--- src/rtl/imem_loader.sv ---
// ============================================================================
//  Module      : imem_loader
//  Description : Boot-time instruction-memory writer. Streams 32-bit words
//                into consecutive imem addresses, reads them back, checks an
//                additive checksum and only then releases the processor reset.
//  Revision    : 1.0 - initial release
// ============================================================================
`default_nettype none

module imem_loader #(
    parameter int ADDR_WIDTH = 12,
    parameter int READ_LAT   = 2
) (
    input  logic                  clock,
    input  logic                  reset,
    input  logic                  start,
    input  logic                  in_valid,
    input  logic [31:0]           in_data,
    input  logic                  in_last,
    output logic                  in_ready,
    output logic [ADDR_WIDTH-1:0] imem_addr,
    output logic [31:0]           imem_data,
    output logic                  imem_wren,
    input  logic [31:0]           imem_q,
    output logic                  proc_reset,
    output logic                  done,
    output logic                  error,
    output logic                  overflow,
    output logic [ADDR_WIDTH:0]   word_count,
    output logic [31:0]           checksum
);

    localparam logic [2:0] c_IDLE   = 3'd0;
    localparam logic [2:0] c_LOAD   = 3'd1;
    localparam logic [2:0] c_FLUSH  = 3'd2;
    localparam logic [2:0] c_VERIFY = 3'd3;
    localparam logic [2:0] c_RUN    = 3'd4;
    localparam logic [2:0] c_ERROR  = 3'd5;

    localparam logic [ADDR_WIDTH-1:0] c_LAST_ADDR = {ADDR_WIDTH{1'b1}};

    logic [2:0]            r_state;
    logic [ADDR_WIDTH-1:0] r_addr;
    logic [31:0]           r_wdata;
    logic                  r_wren;
    logic                  r_overflow;
    logic [ADDR_WIDTH:0]   r_word_count;
    logic [31:0]           r_checksum;
    logic [31:0]           r_rb_sum;
    logic [ADDR_WIDTH:0]   r_issued;     // read-back addresses driven so far
    logic [ADDR_WIDTH:0]   r_sampled;    // read-back words summed so far
    logic                  r_cmp_pend;   // final sample taken, compare next edge
    logic [READ_LAT-1:0]   r_vpipe;      // tracks which cycles carry valid imem_q

    logic w_hs;
    logic w_issue;
    logic w_sample;

    // Handshake, read-issue and read-sample qualifiers
    always_comb begin
        in_ready = (r_state == c_LOAD);
        w_hs     = in_valid & in_ready;
        w_issue  = (r_state == c_FLUSH) ||
                   ((r_state == c_VERIFY) && (r_issued < r_word_count));
        w_sample = (r_state == c_VERIFY) && r_vpipe[READ_LAT-1];
    end

    // Status outputs decoded from the state; the core runs only in RUN
    always_comb begin
        proc_reset = (r_state != c_RUN);
        done       = (r_state == c_RUN);
        error      = (r_state == c_ERROR);
        imem_addr  = r_addr;
        imem_data  = r_wdata;
        imem_wren  = r_wren;
        overflow   = r_overflow;
        word_count = r_word_count;
        checksum   = r_checksum;
    end

    // Read-latency pipeline: a 1 enters when an address is driven and
    // reaches the top stage on the cycle its data is on imem_q
    always_ff @(posedge clock or negedge reset) begin
        if (!reset) begin
            r_vpipe <= '0;
        end else begin
            r_vpipe[0] <= w_issue;
            for (int i = 1; i < READ_LAT; i++) begin
                r_vpipe[i] <= r_vpipe[i-1];
            end
        end
    end

    // Main sequencer: load, flush, verify, then run or error
    always_ff @(posedge clock or negedge reset) begin
        if (!reset) begin
            r_state      <= c_IDLE;
            r_addr       <= '0;
            r_wdata      <= '0;
            r_wren       <= 1'b0;
            r_overflow   <= 1'b0;
            r_word_count <= '0;
            r_checksum   <= '0;
            r_rb_sum     <= '0;
            r_issued     <= '0;
            r_sampled    <= '0;
            r_cmp_pend   <= 1'b0;
        end else begin
            r_wren <= 1'b0;
            case (r_state)
                c_LOAD: begin
                    if (w_hs) begin
                        r_wren       <= 1'b1;
                        r_addr       <= r_word_count[ADDR_WIDTH-1:0];
                        r_wdata      <= in_data;
                        r_word_count <= r_word_count + 1'b1;
                        r_checksum   <= r_checksum + in_data;
                        if (in_last) begin
                            r_state <= c_FLUSH;
                        end else if (r_word_count[ADDR_WIDTH-1:0] == c_LAST_ADDR) begin
                            // Memory full: the word just taken is the last one
                            r_state    <= c_FLUSH;
                            r_overflow <= 1'b1;
                        end
                    end
                end
                c_FLUSH: begin
                    r_state    <= c_VERIFY;
                    r_addr     <= '0;
                    r_issued   <= {{ADDR_WIDTH{1'b0}}, 1'b1};
                    r_sampled  <= '0;
                    r_rb_sum   <= '0;
                    r_cmp_pend <= 1'b0;
                end
                c_VERIFY: begin
                    if (r_issued < r_word_count) begin
                        r_addr   <= r_issued[ADDR_WIDTH-1:0];
                        r_issued <= r_issued + 1'b1;
                    end
                    if (w_sample) begin
                        r_rb_sum  <= r_rb_sum + imem_q;
                        r_sampled <= r_sampled + 1'b1;
                        if ((r_sampled + 1'b1) == r_word_count) begin
                            r_cmp_pend <= 1'b1;
                        end
                    end
                    if (r_cmp_pend) begin
                        r_cmp_pend <= 1'b0;
                        r_state    <= (r_rb_sum == r_checksum) ? c_RUN : c_ERROR;
                    end
                end
                default: begin
                    // IDLE, RUN and ERROR all restart a load on start
                    if (start) begin
                        r_state      <= c_LOAD;
                        r_addr       <= '0;
                        r_word_count <= '0;
                        r_checksum   <= '0;
                        r_overflow   <= 1'b0;
                    end
                end
            endcase
        end
    end

endmodule

`default_nettype wire
--- config.mk ---
export PLATFORM = sky130hd
export DESIGN_NAME = imem_loader
export DESIGN_NICKNAME = d
export VERILOG_FILES = /design/src/rtl/imem_loader.sv
export SDC_FILE = /design/constraint.sdc
export NUM_CORES = 1
export LEC_CHECK = 0
export CORE_ASPECT_RATIO = 1.4
export CORE_MARGIN = 10
export CORE_UTILIZATION = 59
export CTS_CLUSTER_DIAMETER = 30
export DETAILED_ROUTE_END_ITERATION = 16
export HOLD_SLACK_MARGIN = 0.03
export PLACE_DENSITY_LB_ADDON = 0.05
export SYNTH_ARGS = -nofsm -noshare
export SYNTH_HDL_FRONTEND = slang
export SYNTH_SLANG_ARGS = --single-unit
--- constraint.sdc ---
create_clock -name clock -period 7.4 [get_ports clock]
set_input_delay 1.48 -clock clock [delete_from_list [all_inputs] [get_ports clock]]
set_output_delay 1.48 -clock clock [all_outputs]
set_load 0.02 [all_outputs]
Word-level counts from Yosys, hierarchy flattened --
Cells that the tools add are included.
Cells by class: eq/ne operators 16, $lt $le $gt $ge 1, reduce and logical (&&, ||, !) cells 14, bitwise gates (word level) 2, add/subtract/negate cells 5, muxes and demuxes 34
Operators by type and width (count):
- 32-bit one-hot mux with 2 select lines | 2
- 32-bit two-way mux | 3
- 13-bit one-hot mux with 2 select lines | 3
- 32-bit adder | 2
- 13-bit two-way mux | 4
- 13-bit by 1-bit adder with 13-bit output (second input constant) | 3
- 12-bit two-way mux | 3
- 12-bit one-hot mux with 3 select lines | 1
- 32-bit equality test | 1
- 3-bit two-way mux | 5
- 13-bit equality test | 1
- 13-bit less-than comparator | 1
- 12-bit equality test (second input constant) | 1
- 1-bit two-way mux | 10
- 3-bit one-hot mux with 3 select lines | 1
- 3-bit by 2-bit equality test with 1-bit output (second input constant) | 2
- 3-bit equality test (second input constant) | 2
- 2-bit by 1-bit != test with 1-bit output (second input constant) | 3
- 2-bit != test (second input constant) | 3
- 2-bit AND reduction | 3
- 3-bit AND reduction | 2
- 5-bit AND reduction | 1
- 1-bit one-hot mux with 2 select lines | 2
- 4-bit AND reduction | 1
- other kinds (10) | 12
Storage, ports and cells: input port bits 69, word-level logic and storage cells 84, register bits after elaboration 155

Logic depth before layout (Yosys ltp) --
Gate-level depths: netlist (run 1).
depth in word-level cells 6, mapped depth 12, gate-level depth less buffers 12

Worst setup path after synthesis (run 1) --
OpenSTA, ideal clock, no wires.
kind input to register, start input port in_data[0], end register r_checksum[30], in the netlist checksum[30], arrival time 3613 ps, library setup time 95 ps, required time 7305 ps, stages on the path 12, setup slack 3692 ps, path buffers 0, cells stage by stage ha_1 > inv_1 > fa_1 > nand2b_1 > a21oi_1 > o21ai_1 > a211oi_1 > o211ai_1 > a21oi_1 > o311ai_1 > and3_1 > o31ai_1
Between the ends: word-level cells in the longest chain between the ends 3
RTL lines:
- start: declaration | RTL line 18 | input logic [31:0] in_data,
- 32-bit adder | RTL line 117 | r_checksum <= r_checksum + in_data;
- 32-bit two-way mux | RTL line 112 | if (w_hs) begin
- 32-bit one-hot mux with 2 select lines | RTL line 110 | case (r_state)
- end signal: assignment | RTL line 117
- end: declaration | RTL line 48 | logic [31:0] r_checksum;
No other way between the ends. The select of a mux whose other input is x is not followed. A chain may end at the register's enable or synchronous reset.

Final worst setup path (run 1) --
Ends and elaborated chain as after synthesis.

==> results by group, run 1 <==
Run status
  • Status: completed

Yosys
  • Yosys warning count: 0
  • Synth async-reset ratio: 1.000
  • Most frequent cell after synthesis: nand2_1
  • Synth top area share: 0.3679
  • Syn_area_per_cell: 8.572 um2
  • Dominant synthesized flop cell: dfrtp_1
  • Biggest area consumer among synthesized cells: dfrtp_1
  • Synthesized area: 0.01054 mm2
  • Yosys reg bits: 155
  • Most frequent cells after synthesis: 199 x nand2_1, 155 x dfrtp_1, 110 x o21ai_0
  • Syn Inst Count: 1,230
  • Number of unique standard cell types used by synthesis: 73
  • Ranking of synthesized cells by area: dfrtp_1 37%, ha_1 9.1%, nand2_1 7.1%, xnor2_1 5.8%, o21ai_0 5.2%
  • Synthesized Nets: 1,378
  • Post-synth EDFFs: 0
  • Register area share after synthesis: 0.3679

Global route
  • Gr usage total: 0.2461
  • GRT overflow: 0
  • Most used routing layer: met2
  • Largest net degree at the start of global routing: 108
  • First-pass GRT wire length: 47.65 mm
  • Met3 Usage GRT: 0.05321
  • Vias in the first global route: 9,414
  • Met2 Use GR: 0.4345
  • GR Layer Usage met1: 0.2762
  • Initial antenna violation count: 0

Power
  • PwrDens: 414.2 mW/mm2
  • Clk pwr share: 0.169
  • Worst VDD drop: 0.2279 mV
  • Switch share: 0.4426
  • NetSw: 2.366 mW
  • Total power: 5.345 mW
  • Share of power burned in registers: 0.274
  • Internal power: 2.979 mW
  • P_leak: 5.898 nW
  • Logic pwr share: 0.557

Detailed routing
  • DR pass1 iterations: 5
  • Vias: 9,499
  • DR vias/cell: 5.896
  • Wirelength per Cell: 18.18 um
  • Post-route ant nets: 0
  • Final routed DRC violation total: 0
  • Detailed Route Iter0 Violations: 659
  • Final wirelength: 29.29 mm

Floorplan
  • Die height: 178.2 um
  • Cell row count: 57
  • Io pins: 164
  • Core Footprint: 0.01747 mm2
  • Initial Utilization: 0.6034
  • Chip width: 133.0 um
  • Die footprint: 0.02369 mm2

Worst setup path
  • CP top delay family: compound AO/OA/AOI/OAI gates
  • CP Launch Type: primary input
  • CP Class: in -> reg
  • Critical Path RT: 7.75 ns
  • Endpoint class of the critical path: flip-flop
  • CP Buf/Inv Count: 2
  • Max FO, Critical Path: 3
  • Critical Path Max Stage Delay: 0.49 ns
  • Slowest cell on crit path: clkdlybuf4s50_1
  • CP arrival: 4.66 ns
  • CP Cell Sequence: clkdlybuf4s50_1, ha_1, inv_1, fa_1, nand2b_1, a21oi_1, o21ai_1, a211oi_1, o211ai_1, a21oi_1, o311ai_1, and3_1, o31ai_1
  • Most Frequent Cell on Critical Path: a21oi_1

Place
  • Placed cells: 1,580
  • Placer Congestion: 0.9178
  • Placed instance area: 0.01230 mm2
  • Post-detail-place hpwl: 21.72 mm
  • Post-place setup slack: 2.735 ns
  • Input/output buffers: 163

Cells and area
  • Fin cells: 1,611
  • Inserted Diodes: 0
  • Area grow syn2layout: 22.39%
  • Post-route cell area: 0.01290 mm2
  • Nets: 1,511
  • Share of layout cells above drive strength 1: 0.05382

STA
  • Hold Fails Final Rpt: 0
  • Worst slew margin: 0.3338
  • Period minus WS final: 4.314 ns
  • Final count of pins violating max slew: 0
  • Fin worst setup slack: 3.086 ns
  • Worst-Margin Slew: 0.9993 ns
  • Setup TNS: 0 ns
  • Skew final: 0.01073 ns
  • Tcrit/Tclk final: 0.5829
  • RSZ-0062 raised after global routing: no
  • Final-report setup violation count: 0
  • Max Freq: 231.8 MHz

CTS
  • CTS root buf: clkbuf_16
  • Worst-Skew Late Latency: 0.44 ns
  • PostCTS Resize Cnt: 0
  • Post-CTS Hold Fix Bufs: 0
  • CTS sink count: 155
  • Post-CTS setup buffers: 0
  • Deepest clock path buffer count: 2
  • Worst-path clk slew: 0.06 ns
  • TritonCTS buffer count: 17
  • CTS H-tree lvls: 4
  • CTS tree: yes

Min path
  • Worst Hold Class: reg -> reg

Flow run
  • Maxcap violations: 0
[power by group through the flow]
stage                     Combinational [mW]  Clock, mW  Sequential [mW]
after floorplan                         1.92          0             1.58
after global placement                  2.89          0             1.46
after detailed placement                2.95          0             1.47
after CTS                               2.98      0.911             1.46
after global routing                    3.29      0.946             1.51
final                                   2.97      0.905             1.47
[cell type report]
cell class,count,area (um2)
clock inverters,11,143.9
clock buffers,20,456.7
fillers,1365,4568
inverters,50,187.7
flip-flops and latches,155,3879
repair buffers,171,1693
well taps,236,295.3
multi-input cells,968,6250
[per-stage QoR]
step | hold slack [ns] | util
3_3_place_gp | 0.3393 | 0.7042
2_1_floorplan | 0.3312 | -
6_report | 0.3533 | 0.7386
5_1_grt | 0.3744 | 0.7386
4_1_cts | 0.3587 | 0.7386
3_5_place_dp | 0.3458 | 0.7042
[final timing paths]
path | depth (start not counted) | start | slack (ns) | endpoint
max | 13 | in_data[0] | 3.09 | checksum[30]
min | 0 | r_vpipe[0] | 0.35 | r_vpipe[1]
max reg2reg | 9 | r_state[2] | 4.14 | checksum[22]
min reg2reg | 0 | r_vpipe[0] | 0.35 | r_vpipe[1]
max in group asynchronous | 2 | reset | 4.95 | imem_addr[1]
min in group asynchronous | 1 | reset | 1.14 | imem_data[4]
[cells by family after synthesis]
family | count (synthesis) | synth area share
flip-flops | 155 | 0.3679
XOR/XNOR | 101 | 0.08390
buffers and inverters | 107 | 0.04011
multiplexers | 29 | 0.02895
AND/OR/NAND/NOR | 420 | 0.1812
AO/OA/AOI/OAI | 339 | 0.2028
adder cells (fa/ha/maj) | 79 | 0.09517
[cells in the final DEF, fill, tap and decap left out, types with 4 or more instances in the layout]
cell and count:
dfrtp_1 155, o21bai_1 10, a31oi_1 11, nand4_1 12, nand2b_1 13, xnor2_1 70
a31o_2 6, a21oi_1 78, o21ai_1 17, or3_1 10, clkbuf_16 17, o31ai_1 11
ha_1 77, o211ai_1 6, mux2i_1 17, buf_4 8, xor2_1 31, a22o_1 5
clkinvlp_4 4, clkdlybuf4s50_1 162, o21ai_0 110, nor2_1 59, nor4_1 8, a211oi_1 10
inv_1 50, nand3_1 63, a21o_1 23, nand2_1 198, and3_1 24, o21a_1 8
nor2b_1 7, nor3_1 12, a32o_1 4, mux2_2 12
[registers in the layout, indices dropped and copies added, names as in the netlist, 3 cells and up]
register	flops
checksum	32
imem_addr	12
imem_data	32
r_issued	13
r_rb_sum	32
r_sampled	13
r_state	3
word_count	13
[routing by layer]
| layer | share of wire | routed length, um | vias to the layer above |
|---|---|---|---|
| met5 | 0 | 0 | - |
| met4 | 0.039 | 1150 | 0 |
| met3 | 0.053 | 1566 | 69 |
| met2 | 0.51 | 14930 | 282 |
| met1 | 0.40 | 11650 | 4520 |
| li1 | - | - | 4628 |
No activity file was read; power rests on OpenSTA's default activity.
==> run 2: changes to the inputs <==
CORE_UTILIZATION = 55   (was 59)
clock period = 4.15 ns   (was 7.4 ns; I/O delays follow)
==> run 2 against run 1 <==
Effect of this change: highest routed layer unchanged; final cell count grew 1.1%; register-to-register slack lost 3.1 ns; critical path type unchanged; flip-flop and latch count is the same; wire length grew 1.1%.
==> results by group, run 2 (synthesis gave the netlist of run 1 again) <==
Global route
  • Vias in the first global route: 9,522 (+1.1%)
  • GRT overflow: 0 (unchanged)
  • Gr usage total: 0.2344 (-0.01171)
  • Initial antenna violation count: 1 (+1)
  • Largest net degree at the start of global routing: 63 (-42%)
  • First-pass GRT wire length: 47.71 mm (+0.12%)

CTS
  • TritonCTS buffer count: 17 (unchanged)
  • CTS tree: yes
  • CTS sink count: 155 (unchanged)
  • PostCTS Resize Cnt: 0 (unchanged)
  • CTS H-tree lvls: 4 (unchanged)
  • Deepest clock path buffer count: 2 (unchanged)
  • Worst-path clk slew: 0.07 ns (about the same)
  • Post-CTS setup buffers: 0 (unchanged)
  • CTS root buf: clkbuf_16
  • Post-CTS Hold Fix Bufs: 0 (unchanged)
  • Worst-Skew Late Latency: 0.43 ns (about the same)

Cells and area
  • Fillers: 1,594 (+17%)
  • Nets: 1,519 (+0.53%)
  • Leading cell type in the layout, fill and taps excluded: nand2_1
  • Inserted Diodes: 0 (unchanged)
  • Share of layout cells above drive strength 1: 0.06069 (+0.006875)
  • Area grow syn2layout: 22.91%
  • Commonest non-fill, non-tap cells in the layout: 198 x nand2_1, 162 x clkdlybuf4s50_1, 155 x dfrtp_1, 110 x o21ai_0, 78 x a21oi_1

Detailed routing
  • Wirelength per Cell: 18.19 um (about the same)
  • Vias: 9,448 (-0.54%)
  • Detailed Route Iter0 Violations: 511 (-22%)
  • Final wirelength: 29.61 mm (+1.1%)
  • DR vias/cell: 5.803 (-1.6%)
  • Post-route ant nets: 0 (unchanged)
  • Final routed DRC violation total: 0 (unchanged)
  • DR pass1 iterations: 5 (unchanged)

Floorplan
  • Io pins: 164 (unchanged)
  • Core Footprint: 0.01875 mm2 (+7.3%)
  • Die footprint: 0.02519 mm2 (+6.3%)
  • Die height: 183.8 um (+3.2%)
  • Cell row count: 59 (+3.5%)
  • Chip width: 137.0 um (+3.0%)
  • Initial Utilization: 0.5623 (-0.04111)

STA
  • Hold Fails Final Rpt: 0 (unchanged)
  • Period minus WS final: 3.611 ns
  • Max Freq: 276.9 MHz
  • Worst-Margin Slew: 0.8520 ns (-0.1474 ns)
  • Tcrit/Tclk final: 0.8702
  • RSZ-0062 raised after global routing: no
  • Final count of pins violating max slew: 0 (unchanged)
  • Worst slew margin: 0.4320 (+0.09824)
  • Setup TNS: 0 ns (unchanged)
  • Final-report setup violation count: 0 (unchanged)
  • Skew final: 0.009832 ns (-0.0009024 ns)

Worst setup path
  • CP Class: in -> reg
  • Endpoint class of the critical path: flip-flop
  • Slowest cell on crit path: clkdlybuf4s50_1
  • Critical Path Max Stage Delay: 0.49 ns (about the same)
  • CP Cell Sequence: clkdlybuf4s50_1, ha_1, inv_1, fa_1, nand2b_1, a21oi_1, o21ai_1, a211oi_1, o211ai_1, a21oi_1, o311ai_1, and3_1, o31ai_1
  • CP Launch Type: primary input
  • Most Frequent Cell on Critical Path: a21oi_1
  • Max FO, Critical Path: 3 (unchanged)
  • CP arrival: 3.95 ns (-0.71 ns)
  • Critical Path RT: 4.49 ns (-3.26 ns)

Power
  • P_leak: 5.930 nW (+0.54%)
  • Total power: 9.468 mW (+77%)
  • Worst VDD drop: 0.3284 mV (+44%)
  • PwrDens: 730.5 mW/mm2 (+76%)

Place
  • Input/output buffers: 163 (unchanged)
  • Post-detail-place hpwl: 22.79 mm (+5.0%)
  • Placer Congestion: 0.9088 (-0.98%)

Flow run
  • Maxcap violations: 0 (unchanged)

Min path
  • Worst Hold Class: reg -> reg

Run status
  • Status: completed
==> run 2: power by group <==
part	switching (mW)	leakage, nW	internal (mW)
registers	0.578	2.01	2.04
logic	3.00	3.65	2.32
clock network	0.678	0.278	0.854
total	4.26	5.93	5.21
==> run 2: area by class of cell <==
cell class	instances	area, um2	share of cell area
clock inverter	14	133.9	0.01033
sequential	155	3879	0.2993
clock buffer	18	439.2	0.03389
timing repair buffer	179	1765	0.1362
multi-input combinational	968	6250	0.4822
inverter	50	187.7	0.01448
tap	244	305.3	0.02356
==> run 2: worst paths after layout <==
kind	from	to	slack [ns]	cells after the start
worst max-delay path	in_data[0]	checksum[30]	0.54	13
worst min-delay path	r_vpipe[0]	r_vpipe[1]	0.35	0
worst max register to register	checksum[0]	checksum[30]	1.01	12
worst min register to register	r_vpipe[0]	r_vpipe[1]	0.35	0
max in group asynchronous	reset	imem_data[23]	2.88	2
min in group asynchronous	reset	imem_data[3]	0.36	1
==> run 2: critical path: cells and delay by family <==
family	cells	cell delay (ns)
AOI/OAI and AO/OA	7	1.59
adders and majority gates	2	0.58
buffers and inverters	2	0.55
and+or+nand+nor	2	0.39
==> run 2: through the flow <==
stage	hold slack (ns)	std cells	setup WS, ns	utilization	area (um2)
2_1_floorplan	0.3312	1230	1.092	-	10540
3_3_place_gp	0.3412	1596	0.1898	0.6606	12390
3_5_place_dp	0.3505	1596	0.1318	0.6606	12390
4_1_cts	0.3525	1628	0.5392	0.6912	12960
5_1_grt	0.3596	1628	0.2911	0.6912	12960
6_report	0.3450	1628	0.5386	0.6912	12960
==> run 2: layer usage <==
metal | GRT usage | wire, um
met5 | 0 | 0
met4 | 0.1002 | 1075
met3 | 0.04021 | 1476
met2 | 0.4211 | 15280
met1 | 0.2639 | 11780
==> run 3: changes to the inputs <==
CORE_UTILIZATION = 50   (was 55)
==> run 3 against run 2 <==
Effect of this change: wire length increased by 3.4%; critical path type unchanged; global-route usage fell by 1.1 points; non-clock buffer count is 2 higher; largest power group unchanged; critical endpoint unchanged; worst hold slack better by 0.018 ns; combinational power up 0.8%; sequential power barely moved; count of clock-buffer cells in the layout up 5; die area up 8.7%; worst setup slack worse by 0.13 ns; final cell count rose by 0.74%; power is 2.1% higher.
==> results by group, run 3 (synthesis gave the netlist of run 1 again) <==
CTS
  • CTS H-tree lvls: 4 (unchanged)
  • Post-CTS Hold Fix Bufs: 0 (unchanged)
  • Worst-path clk slew: 0.06 ns (about the same)
  • CTS tree: yes
  • CTS root buf: clkbuf_16
  • TritonCTS buffer count: 17 (unchanged)
  • Post-CTS setup buffers: 0 (unchanged)
  • CTS sink count: 155 (unchanged)
  • Deepest clock path buffer count: 2 (unchanged)
  • Worst-Skew Late Latency: 0.43 ns (about the same)
  • PostCTS Resize Cnt: 0 (unchanged)

STA
  • Tcrit/Tclk final: 0.9011 (+0.03091)
  • Worst-Margin Slew: 1.112 ns (+0.2599 ns)
  • Final hold slack: 0.3635 ns (+0.01847 ns)
  • Period minus WS final: 3.740 ns (+0.1283 ns)
  • Setup TNS: 0 ns (unchanged)
  • Final count of pins violating max slew: 0 (unchanged)
  • Skew final: 0.009028 ns (-0.0008039 ns)
  • RSZ-0062 raised after global routing: no
  • Max Freq: 267.4 MHz (-3.4%)
  • Worst slew margin: 0.2587 (-0.1733)
  • Final-report setup violation count: 0 (unchanged)
  • Hold Fails Final Rpt: 0 (unchanged)

Global route
  • Gr usage total: 0.2232 (-0.01117)
  • Vias in the first global route: 9,537 (+0.16%)
  • GRT overflow: 0 (unchanged)
  • Initial antenna violation count: 1 (unchanged)
  • Largest net degree at the start of global routing: 88 (+40%)
  • First-pass GRT wire length: 48.91 mm (+2.5%)

Detailed routing
  • DR pass1 iterations: 5 (unchanged)
  • Wirelength per Cell: 18.66 um (+2.6%)
  • Final wirelength: 30.61 mm (+3.4%)
  • Detailed Route Iter0 Violations: 439 (-14%)
  • Final routed DRC violation total: 0 (unchanged)
  • Post-route ant nets: 0 (unchanged)
  • DR vias/cell: 5.778 (-0.44%)
  • Vias: 9,476 (+0.30%)

Place
  • Placer Congestion: 0.9062 (-0.29%)
  • Post-detail-place hpwl: 22.98 mm (+0.82%)
  • Input/output buffers: 163 (unchanged)
  • Placed cells: 1,610 (+0.88%)

Power
  • Worst VDD drop: 0.3809 mV (+16%)
  • P_leak: 5.969 nW (+0.66%)
  • PwrDens: 740.9 mW/mm2 (+1.4%)
  • Total power: 9.663 mW (+2.1%)

Worst setup path
  • RR Startpoint: checksum[0]
  • Flop2flop setup slack: 0.84 ns (-0.17 ns)
  • R2R cell count: 12 (unchanged)
  • Reg2reg end: checksum[30]
  • CP Class: in -> reg
  • Max FO, Critical Path: 3 (unchanged)
  • Endpoint class of the critical path: flip-flop
  • Critical Path RT: 4.48 ns (about the same)
  • CP Launch Type: primary input
  • CP arrival: 4.07 ns (+0.12 ns)

Floorplan
  • Io pins: 164 (unchanged)
  • Cell row count: 62 (+5.1%)
  • Die height: 191.8 um (+4.3%)
  • Die footprint: 0.02738 mm2 (+8.7%)
  • Core Footprint: 0.02063 mm2 (+10%)
  • Initial Utilization: 0.5110 (-0.05135)
  • Chip width: 142.7 um (+4.2%)

Min path
  • Hold wc startpoint: r_vpipe[0]
  • Worst Hold Class: reg -> reg
  • Hold Path Depth: 0 (unchanged)
  • Hold endpoint: r_vpipe[1]

Cells and area
  • Share of layout cells above drive strength 1: 0.05925 (-0.001445)
  • Area grow syn2layout: 23.70%
  • Leading cell type in the layout, fill and taps excluded: nand2_1
  • Inserted Diodes: 0 (unchanged)
  • Nets: 1,521 (+0.13%)
  • Fin cells: 1,640 (+0.74%)
  • Core Util, Final: 0.6321 (-0.05911)
  • Commonest non-fill, non-tap cells in the layout: 198 x nand2_1, 162 x clkdlybuf4s50_1, 155 x dfrtp_1, 110 x o21ai_0, 78 x a21oi_1

Flow run
  • Maxcap violations: 0 (unchanged)

Run status
  • Status: completed
==> run 3: cell count changes in the layout (fill, tap and decap cells not counted), sizes merged <==
cell,before,now
clkinv,6,3
clkinvlp,2,1
buf,17,19
bufinv,1,4
inv,55,49
clkbuf,18,23
==> run 3: critical path, stage by stage <==
cell and delay [ns]:
clkdlybuf4s50_1 0.49, ha_1 0.19, inv_1 0.06, fa_1 0.38
nand2b_1 0.19, a21oi_1 0.19, o21ai_1 0.12, a211oi_1 0.46
o211ai_1 0.22, a21oi_1 0.35, o311ai_1 0.17, and3_1 0.21
o31ai_1 0.21
==> run 3: where the power goes <==
part           leakage [nW]  total (mW)  internal (mW)  switching, mW
combinational          3.66        5.35           2.32           3.03
clock                 0.305        1.69           1.06          0.626
sequential             2.01        2.62           2.04          0.576
total                  5.97        9.66           5.43           4.23
==> run 3: metal layers <==
layer / global-route usage / vias up / part of all wire / wire length [um]
met5: 0 / - / 0 / 0
met4: 0.1138 / 0 / 0.043 / 1320
met3: 0.03905 / 76 / 0.049 / 1493
met2: 0.3917 / 279 / 0.50 / 15360
met1: 0.2546 / 4474 / 0.41 / 12440
li1: - / 4647 / - / -
==> run 3: how the worst max path moves through the flow <==
stage / endpoint / depth (start not counted) / slack (ns) / start
floorplan: checksum[30] / 12 / 1.09 / in_data[0]
finish: checksum[30] / 13 / 0.41 / in_data[0]
global placement: checksum[30] / 13 / 0.11 / in_data[0]
detailed placement: checksum[30] / 13 / 0.06 / in_data[0]
CTS: checksum[30] / 13 / 0.47 / in_data[0]
global route: checksum[30] / 13 / 0.29 / in_data[0]
==> run 3: metrics by stage <==
stage	cell area (um2)	worst slack (ns)
6_report	13040	0.4103
5_1_grt	13040	0.2870
4_1_cts	13040	0.4709
3_5_place_dp	12420	0.05962
3_3_place_gp	12420	0.1120
2_1_floorplan	10540	1.092
==> run 3: final cells by class <==
type,instances,area (um2)
clock buffer,23,488.0
clock inverter,7,137.6
fill,1821,7592
inverter,50,187.7
multi-input combinational,968,6250
sequential,155,3879
tap,256,320.3
timing repair buffer,181,1780
==> RTL change (config.mk and constraints of run 2) <==
Set the parameter `READ_LAT` to 4 (it was 2).
--- a/src/rtl/imem_loader.sv
+++ b/src/rtl/imem_loader.sv
@@ -10,5 +10,5 @@
 module imem_loader #(
     parameter int ADDR_WIDTH = 12,
-    parameter int READ_LAT   = 2
+    parameter int READ_LAT   = 4
 ) (
     input  logic                  clock,
Formal check against the unedited RTL: not equivalent (a bounded check fails within 10 cycles, from zero or initial values and one cycle with reset low).
==> RTL change against run 2 <==
  * Clock power up 5%
  * Register-to-register slack worse by 0.04 ns
  * Clock skew up 0.0014 ns
  * Sequential cell count up 2
  * Synthesized area down 0.31%
  * Routed wire length up 8.2%
  * Die area down 0.27%
  * Power down 5.4%
  * Core utilization up 0.83 points
  * First-iteration DRC count up 56%
  * Design area up 0.80%
  * Setup slack worse by 0.0061 ns
  * Critical endpoint is now r_rb_sum[30]
  * Highest routed layer unchanged
==> RTL change: results (changes against run 2) <==
Run status
  – Outcome: finished, final reports clean

Worst setup path
  – R2R Path End: checksum[24]
  – Setup crit end: r_rb_sum[30]
  – Max stage delay on crit path: 0.44 ns (-0.05 ns)
  – Data arrival, critical path: 3.93 ns (-0.02 ns)
  – FF-to-FF setup slack: 0.97 ns (-0.04 ns)
  – Crit. Startpoint: imem_q[0]
  – Crit Path Max Fanout: 4 (+1)

STA
  – Fin Clk Skew: 0.0113 ns (+0.00145 ns)
  – Worst slew pin tran: 0.787 ns (-0.0653 ns)
  – Worst hold slack: 0.356 ns (+0.0107 ns)

Placement
  – Final Wtd Congestion: 0.967 (+6.4%)
  – Pre-CTS setup slack: 0.206 ns (+0.0737 ns)
  – Placed Area: 0.0125 mm2 (+0.66%)
  – Post-DP HPWL: 24200 um (+6.2%)
  – Post-placement cell count: 1587 (-0.56%)

Pwr
  – Maximum vdd drop: 0.000404 V (+23%)
  – Pleak: 5.88 nW (-0.90%)

Finish
  – Clock buffer count: 20 (+2)
  – Layout cells sized above 1: 5.96% (-0.11 points)
  – Multi-input combinational area share: 47.7% (-0.48 points)
  – Area of the multi-input gates: 0.00624 mm2 (-0.20%)
  – Fin nets: 1510 (-0.59%)
  – Clock-cell share of area: 4.56% (+0.14 points)
  – Signal buffers share of area: 14.0% (+0.37 points)
  – Inverters: 45 (-10%)
  – Multi-input logic cell count: 952 (-1.7%)
  – Sequential cell area share: 30.1% (+0.15 points)
  – Fill cell total of the finished layout: 1542 (-3.3%)
  – Nonclk buf count: 189 (+5.6%)
  – Core Util, Final: 69.9% (+0.83 points)

Synthesis
  – Top post-synthesis cells by area: dfrtp_1 37%, ha_1 9.2%, nand2_1 6.7%, o21ai_0 6.0%, xnor2_1 5.4%
  – Post-Syn Instances: 1205 (-2.0%)
  – Synth cell types: 72 (-1.4%)
  – Sequential area share after synthesis: 37.4% (+0.59 points)
  – Mapped Nets: 1353 (-1.8%)
  – Commonest cells post-synth: 187 x nand2_1, 157 x dfrtp_1, 127 x o21ai_0, 77 x ha_1, 65 x xnor2_1

Routing
  – Metal-1 WL: 12200 um (+3.5%)
  – DR vias: 9734 (+3.0%)
  – Met2 WL: 16100 um (+5.3%)
  – Number of DRC markers in iteration 0: 799 (+56%)
  – TritonRoute pass-1 iters: 7 (+2)
  – Post-Route WL: 32000 um (+8.2%)
  – Avg WL per Cell: 19.8 um (+8.8%)

Global route
  – First-pass GRT wire length: 50700 um (+6.2%)
  – GR met3 Demand/Resource: 4.98% (+0.96 points)
  – Largest net degree at the start of global routing: 79 (+25%)
  – Met1 usage: 28.1% (+1.7 points)
  – Global Route Usage Sum: 25.4% (+1.9 points)
  – Initial antenna violation count: 0 (-1)
  – Met2 Use GR: 44.1% (+2.0 points)

Worst hold path
  – Min-delay src: r_vpipe[2]
  – Worst hold path endpoint: r_vpipe[3]

Clock network
  – # hold bufs at CTS: 0 (unchanged)
## RTL change: cell types whose count changed in the layout (fill, tap and decap cells not counted), moves of 7 or more
cell	delta
o21a_1	+7
a21oi_1	-19
o31ai_1	+8
a221oi_1	+13
nor2_1	-12
nand2_1	-13
buf_4	+11
o21bai_1	-8
mux2i_1	-14
o21ai_0	+17
nor3_1	+9
a2bb2oi_1	+10
mux2_2	-10
o21ai_1	-14
## RTL change: logic make-up after synthesis
family / after synthesis / synth area share (%)
DFF: 157 / 37.4
muxes: 5 / 0.500
adders and majority gates: 79 / 9.55
AOI/OAI and AO/OA: 356 / 22.4
and+or+nand+nor: 411 / 18.3
xor gates and xnor gates: 101 / 8.42
buffers and inverters: 96 / 3.44
## RTL change: power by group
group / switching [W] / leakage (nW) / total [W] / internal (W)
Sequential: 0.000503 / 2.07 / 0.00252 / 0.00201
Clock: 0.000678 / 0.291 / 0.00160 / 0.000923
Combinational: 0.00277 / 3.52 / 0.00484 / 0.00208
Total: 0.00395 / 5.88 / 0.00896 / 0.00501
